[config.mk]
export PLATFORM = sky130hd
export DESIGN_NAME = rf_write_arbiter
export DESIGN_NICKNAME = d
export VERILOG_FILES = /design/src/rtl/rf_write_arbiter.sv
export SDC_FILE = /design/constraint.sdc
export NUM_CORES = 1
export LEC_CHECK = 0
export BUFFER_PORTS_ARGS = -buffer_cell sky130_fd_sc_hd__buf_2
export CORE_MARGIN = 1.5
export CORE_UTILIZATION = 55
export CTS_CLUSTER_DIAMETER = 50
export DETAILED_ROUTE_END_ITERATION = 8
export PLACE_DENSITY = 0.78
export SYNTH_ARGS = -nofsm -noshare
export SYNTH_HDL_FRONTEND = slang
export SYNTH_SLANG_ARGS = --single-unit
[constraint.sdc]
create_clock -name i_clk -period 3.4 [get_ports i_clk]
set_input_delay 0.51 -clock i_clk [delete_from_list [all_inputs] [get_ports i_clk]]
set_output_delay 0.51 -clock i_clk [all_outputs]
set_load 0.01 [all_outputs]
[src/rtl/rf_write_arbiter.sv]
// Register-file write-port arbiter: pipeline writeback vs. buffered long-latency results,
// with bounded starvation and a pending-write scoreboard for decode hazard stalls.
module rf_write_arbiter #(
  parameter int unsigned XLEN       = 32,
  parameter int unsigned DEPTH      = 2,
  parameter int unsigned STARVE_MAX = 4
) (
  input  logic            i_clk,
  input  logic            i_rst_n,
  input  logic            i_pipe_we,
  input  logic [4:0]      i_pipe_rd,
  input  logic [XLEN-1:0] i_pipe_din,
  output logic            o_pipe_hold,
  input  logic            i_ll_valid,
  output logic            o_ll_ready,
  input  logic [4:0]      i_ll_rd,
  input  logic [XLEN-1:0] i_ll_din,
  input  logic            i_ll_issue,
  input  logic [4:0]      i_ll_issue_rd,
  input  logic            i_id_valid,
  input  logic [4:0]      i_id_rs1,
  input  logic [4:0]      i_id_rs2,
  input  logic [4:0]      i_id_rd,
  output logic            o_id_stall,
  output logic            o_wb_reg_write,
  output logic [4:0]      o_wb_rd,
  output logic [XLEN-1:0] o_rd_din
);

  localparam int unsigned PTR_W = (DEPTH > 1) ? $clog2(DEPTH) : 1;
  localparam int unsigned CNT_W = PTR_W + 1;
  localparam int unsigned ST_W  = $clog2(STARVE_MAX + 1);

  logic [4:0]      fifo_rd  [DEPTH];
  logic [XLEN-1:0] fifo_din [DEPTH];
  logic [PTR_W-1:0] wr_ptr, rd_ptr;
  logic [CNT_W-1:0] count;
  logic [ST_W-1:0]  starve, starve_nxt;
  logic [31:0]      pending, pending_nxt;

  logic       pipe_req, fifo_req, pipe_grant, fifo_grant, push;
  logic [4:0] head_rd;

  // Arbitration: pipeline has priority until the FIFO has waited STARVE_MAX cycles.
  always_comb begin
    o_ll_ready  = (count < CNT_W'(DEPTH));
    push        = i_ll_valid && o_ll_ready;
    pipe_req    = i_pipe_we && (i_pipe_rd != 5'd0);
    fifo_req    = (count != '0);
    pipe_grant  = pipe_req && !(fifo_req && (starve == ST_W'(STARVE_MAX)));
    fifo_grant  = fifo_req && !pipe_grant;
    o_pipe_hold = pipe_req && fifo_grant;
    head_rd     = fifo_rd[rd_ptr];
  end

  // Scoreboard and starvation next-state; a same-cycle issue overrides the clear.
  always_comb begin
    pending_nxt = pending;
    starve_nxt  = starve;
    if (fifo_grant) pending_nxt[head_rd] = 1'b0;
    if (i_ll_issue && (i_ll_issue_rd != 5'd0)) pending_nxt[i_ll_issue_rd] = 1'b1;
    if (!fifo_req || fifo_grant) begin
      starve_nxt = '0;
    end else if (pipe_grant && (starve != ST_W'(STARVE_MAX))) begin
      starve_nxt = starve + ST_W'(1);
    end
  end

  always_comb begin
    o_id_stall = i_id_valid &&
                 (((i_id_rs1 != 5'd0) && pending[i_id_rs1]) ||
                  ((i_id_rs2 != 5'd0) && pending[i_id_rs2]) ||
                  ((i_id_rd  != 5'd0) && pending[i_id_rd]));
  end

  always_ff @(posedge i_clk) begin
    if (push) begin
      fifo_rd[wr_ptr]  <= i_ll_rd;
      fifo_din[wr_ptr] <= i_ll_din;
    end
  end

  always_ff @(posedge i_clk or negedge i_rst_n) begin
    if (!i_rst_n) begin
      wr_ptr  <= '0;
      rd_ptr  <= '0;
      count   <= '0;
      starve  <= '0;
      pending <= '0;
    end else begin
      if (push)       wr_ptr <= wr_ptr + PTR_W'(1);
      if (fifo_grant) rd_ptr <= rd_ptr + PTR_W'(1);
      count   <= count + CNT_W'(push) - CNT_W'(fifo_grant);
      starve  <= starve_nxt;
      pending <= pending_nxt;
    end
  end

  // Write port; an x0 FIFO head is consumed without touching the port.
  always_ff @(posedge i_clk or negedge i_rst_n) begin
    if (!i_rst_n) begin
      o_wb_reg_write <= 1'b0;
      o_wb_rd        <= '0;
      o_rd_din       <= '0;
    end else if (pipe_grant) begin
      o_wb_reg_write <= 1'b1;
      o_wb_rd        <= i_pipe_rd;
      o_rd_din       <= i_pipe_din;
    end else if (fifo_grant && (head_rd != 5'd0)) begin
      o_wb_reg_write <= 1'b1;
      o_wb_rd        <= head_rd;
      o_rd_din       <= fifo_din[rd_ptr];
    end else begin
      o_wb_reg_write <= 1'b0;
    end
  end

endmodule

Yosys cells after proc, flatten, opt, wreduce, memory -nomap -nowiden
Memory sizes are Yosys's and may differ from the RTL's.
Index checks and enable logic that the tools add are counted.
{"block": "totals", "n_memories": 2, "latch_bits": 0, "rom_bits": 0, "out_inout_bits": 41, "mem_bits_rw": 74, "regBits": 77}
{"block": "classes", "n_reduce_logical": 30, "n_lt_le_gt_ge": 8, "n_mul": 0, "n_shift": 0, "div_mod_pow": 0, "bitwise_logic": 3, "n_addsub": 5, "mux": 22, "eq_ne": 2}
{"name": "fifo_din", "words": 2, "word_bits": 32, "read_ports": 1, "rd_clocked_by_memory_dff": 0, "wr": 1, "line_no": "35", "source": "logic [XLEN-1:0] fifo_din [DEPTH];"}
{"name": "fifo_rd", "words": 2, "word_bits": 5, "read_ports": 1, "rd_clocked_by_memory_dff": 0, "wr": 1, "line_no": "34", "source": "logic [4:0] fifo_rd [DEPTH];"}
{"operator": "two-way mux 32 bit", "count": 4}
{"operator": "AND 32 bit", "count": 1}
{"operator": "NOT 32 bit", "count": 1}
{"operator": "OR 32 bit", "count": 1}
{"operator": "< comparator 5 x 6 -> 1 bit, second input constant", "count": 5}
{"operator": "nonzero test 5 bit", "count": 6}
{"operator": "binary-select mux 1 bit (select 5 bit)", "count": 3}
{"operator": "logical AND 1 bit", "count": 15}
{"operator": "demux 1 bit (select 5 bit)", "count": 2}
{"operator": "greater-or-equal comparator 5 x 1 -> 1 bit, second input constant", "count": 2}
{"operator": "two-way mux 5 bit", "count": 2}
{"operator": "two-way mux 1 bit", "count": 9}
{"operator": "two-way mux 3 bit", "count": 2}
{"operator": "nonzero test 2 bit", "count": 3}
{"operator": "adder 3 x 1 -> 3 bit, second input constant", "count": 1}
{"operator": "== test 3 bit, second input constant", "count": 1}
{"operator": "logical NOT 1 bit", "count": 3}
{"operator": "logical OR 1 bit", "count": 3}
{"operator": "!= test 3 bit, second input constant", "count": 1}
{"operator": "adder 1 bit, second input constant", "count": 2}
{"operator": "adder 2 x 1 -> 2 bit", "count": 1}
{"operator": "< comparator 2 bit, second input constant", "count": 1}
{"operator": "subtractor 2 x 1 -> 2 bit", "count": 1}

Logic depth before layout (Yosys ltp)
An unclocked memory read counts as a cell.
{"block": "depth", "word_depth": 10, "ltp_mapped": 9, "mapped_depth_nobuf": 8}

Worst setup path before layout
Ideal clock, no wire load.
{"block": "synth_path", "path_type": "input -> output", "start": "input port i_id_rs2[2]", "end": "output port o_id_stall", "t_arrival_ps": 2247, "slack_ps": 643, "t_required_ps": 2890, "n_path_buf": 1, "path_stages": 6, "path_cell_list": "clkbuf_1 -> mux4_1 -> mux2i_1 -> a21oi_1 -> a211o_1 -> o41a_1"}
{"block": "synth_via", "elab_chain_cells": 6, "elab_cells_between_ends": 7, "classes_between": "mux (2); reduce/logical (5)"}
{"item": "from (decl)", "line_no": "22", "source": "input logic [4:0] i_id_rs2,"}
{"item": "binary-select mux 1 bit (select 5 bit)", "line_no": "72", "source": "((i_id_rs2 != 5'd0) && pending[i_id_rs2]) ||"}
{"item": "two-way mux 1 bit (implied by the code)", "line_no": "72"}
{"item": "logical AND 1 bit *", "line_no": "72"}
{"item": "logical OR 1 bit *", "line_no": "71", "source": "(((i_id_rs1 != 5'd0) && pending[i_id_rs1]) ||"}
{"item": "logical OR 1 bit *", "line_no": "72"}
{"item": "logical AND 1 bit *", "line_no": "70", "source": "o_id_stall = i_id_valid &&"}
{"item": "to (decl)", "line_no": "24", "source": "output logic o_id_stall,"}
Every way passes the cells marked *; elsewhere a longest branch is shown, timed or not. The select of a mux whose other input is x is not followed.

Final worst setup path
{"block": "layout_path", "start": "register pending[17]", "end": "output port o_id_stall"}
{"block": "layout_via", "elab_chain_cells": 6, "elab_cells_between_ends": 12, "classes_between": "mux (6); reduce/logical (6)"}
{"item": "from (decl)", "line_no": "39", "source": "logic [31:0] pending, pending_nxt;"}
{"item": "from (signal assigned)", "line_no": "95", "source": "pending <= pending_nxt;"}
{"item": "binary-select mux 1 bit (select 5 bit), on equally long branches", "line_no": "71, 72"}
{"item": "two-way mux 1 bit, on equally long branches", "line_no": "71, 72"}
{"item": "logical AND 1 bit, on equally long branches", "line_no": "71, 72"}
{"item": "logical OR 1 bit", "line_no": "71"}
{"item": "logical OR 1 bit *", "line_no": "72"}
{"item": "logical AND 1 bit *", "line_no": "70"}
Marked as above.

==> results.toml <==
[timing]
hold_viol = 0
finClkSkew_ps = 8.99
period_share_pct = 91.1
setup_viol = 0
fin_tns_setup_ps = 0
rsz0062_at_grt = "no"
slew-limit-headroom_pct = 33.5
tightest_slew_ps = 994
slew_violations = 0
period_needed_ps = 3100
fmax_mhz = 323

[final_layout]
n_antenna_cell = 0
area_delta_synth_final_pct = 20.2
layout-drive-gt1-share_pct = 29.9
final_cells = 874
nFillCells = 935
fin_nets = 792

[setup_path]
cpPeakStageDelay_ps = 530
critical-path-top-delay-family = "multiplexers"
crit_path_cell_trace = "mux4_1 -> mux4_2 -> and2_0 -> o41a_1 -> buf_2"
endpoint_kind = "output pin"
critPathSlowestCell = "mux4_1"
crit_type = "reg -> out"
start_kind = "register"
regToRegSetupSlack_ps = 640
crit_fanout = 4
r2r.worst_path.cells = 5
cp.arrival_ps = 2590
startpoint = "pending[17]"
r2r-end = "o_rd_din[15]"
critical_path_buf_inv_count = 1
cp.required_ps = 2890
r2r-start = "rd_ptr"

[logic_synthesis]
synth_nets = 662
synth-seq-cells = 150
yosysTopAreaCellShare_pct = 31.7
synthCells = 559
synth_cell_type_count = 55
yosys_warnings = 0
synthesis.area_um2 = 7010
synth.avg_cell_area_um2 = 12.5
synth_seq_area_share_pct = 58.8
yosysTopAreaCell = "edfxtp_1"
synth_ff_type = "dfrtp_1"
async_flop_share_pct = 50.7
synth_edf_count = 74
synth.area.top_cells = "edfxtp_1 (32%), dfrtp_1 (27%), mux4_2 (4.8%)"

[routing]
detail_route.first_pass.iterations = 6
ant_nets = 0
vias = 5241
drt_iter0_markers = 392
drc = 0
avgRoutedWirePerCell_um = 19.1
routed_wl_um = 16700
vias_per_cell = 6.00

[global_route]
grt_max_degree = 77
grt_pass1_vias = 5129
grt_pass1_wl_um = 26400
grt_antenna_before_repair = 1
grt_overflow = 0
grt_usage_pct = 26.3

[pwr]
powerDensity_nw_per_um2 = 850
finalPower_mw = 7.17
peakVddDrop_mv = 0.514
power.leakage_nw = 3.40

[placement]
gp_congestion = 0.902
dp_cells = 842
port_buffers = 140
hpwl_um = 11400

[die]
die_w_um = 116
die_h_um = 116
core_um2 = 12500
start_util_pct = 56.0
rows = 41
die_area_um2 = 13400
pin_count = 141

[clock_tree]
cts_buffers = 17
cts-resized-gates = 0
cts.clk_slew.worst_paths_ps = 60
clkSinkCount = 150
htree_levels = 4
root_buffer = "clkbuf_16"
cts_buffer_depth = 2
ctsHoldBuffers = 0
tritoncts = "yes"
post_cts_buffers = 0
clk_latency_ps = 420

[outcome]
status = "complete, no violations"

[job]
max_cap_violations = 0

[worst_hold_path]
hold_path.class = "in -> async"
## cell type report
type	count	area (um^2)	share of cell area, %
Tap cell	172	215	2.55
Inverter	5	18.8	0.223
Multi-Input combinational cell	368	2720	32.3
Clock inverter	12	155	1.84
Sequential cell	150	4130	49.0
Clock buffer	20	437	5.18
Timing Repair Buffer	147	756	8.97
## report_power, final
group / internal (mW) / switching, mW / leakage (nW) / total [mW]
logic: 1.01 / 1.26 / 1.54 / 2.27
clock network: 1.15 / 0.707 / 0.272 / 1.86
registers: 2.52 / 0.518 / 1.60 / 3.04
total: 4.68 / 2.49 / 3.40 / 7.17
## registers in the layout (all words and copies together) (netlist names)
register        cells
count               2
pending            31
fifo_din           64
o_wb_reg_write      1
wr_ptr              1
rd_ptr              1
fifo_rd            10
starve              3
o_wb_rd             5
o_rd_din           32
## logic make-up (layout without fill, tap and decap cells)
kind of cell             Yosys count  after routing  synth area share [%]
flip-flops                       150            150                  58.8
XOR/XNOR                           5              5                 0.624
AO/OA/AOI/OAI                    128            128                  14.0
AND/OR/NAND/NOR                  192            192                  13.6
adder cells (fa/ha/maj)            3              3                 0.535
buffers and inverters             41            184                  2.80
multiplexers                      40             40                  9.67
## cell usage in the layout, fill, tap and decap left out, types with 2 or more instances in the layout
master / instances
nor3_1: 3
mux4_1: 5
o221ai_1: 2
a21oi_1: 9
xnor2_1: 4
nor4_1: 3
inv_1: 5
nand4b_1: 2
mux2i_1: 13
a32o_1: 3
a22o_1: 9
nor2b_1: 36
clkbuf_16: 17
o21ai_0: 6
nor4_2: 3
nor2_1: 44
clkbuf_1: 3
ha_1: 3
edfxtp_1: 74
and3b_1: 2
buf_2: 139
mux4_2: 15
clkinv_2: 2
clkinvlp_4: 5
nand2_1: 70
mux2_2: 7
clkinv_4: 2
o31ai_1: 32
buf_4: 8
nand2b_1: 6
dfrtp_1: 75
bufinv_16: 3
a211oi_1: 36
o2bb2ai_1: 19
nand3_1: 7
and3_1: 3
## synthesized netlist by cell type, types with 3 or more instances
cell type / instances
and3_1: 4
mux2i_1: 13
o2bb2ai_1: 19
a22o_1: 9
mux4_2: 15
nand2b_1: 6
ha_1: 3
dfrtp_1: 76
a211oi_1: 36
a21oi_1: 10
buf_6: 3
buf_4: 3
edfxtp_1: 74
nor3_1: 3
nor2_1: 45
o31ai_1: 32
nor4_1: 3
nor2b_1: 37
xnor2_1: 4
mux4_1: 5
nand2_1: 70
nor4_2: 3
clkbuf_1: 21
a32o_1: 3
inv_1: 5
mux2_2: 7
nand3_1: 7
buf_2: 7
o21ai_0: 6
## routing by layer
metal  track usage [%]  wire length [um]
met1              32.5              6500
met2              45.0              8630
met3              6.90              1200
met4              9.27               328
met5                 0                13
## worst max-delay path by stage
stage	endpoint	slack (ps)	cells past startpoint
after floorplan	o_id_stall	640	6
after global placement	o_id_stall	470	6
after detailed placement	o_id_stall	420	6
after CTS	o_id_stall	260	5
after global routing	o_id_stall	250	5
final	o_id_stall	300	5
## per-stage QoR
stage | utilization, % | hold WS, ps | instance area [um^2] | setup WS [ps]
CTS | 67.3 | 262 | 8430 | 265
global route | 67.3 | 267 | 8430 | 252
global placement | 62.6 | 454 | 7840 | 468
detailed placement | 62.6 | 467 | 7840 | 421
finish | 67.3 | 231 | 8430 | 303
floorplan | - | 214 | 7010 | 643
Power figures use the tool's default switching activity.
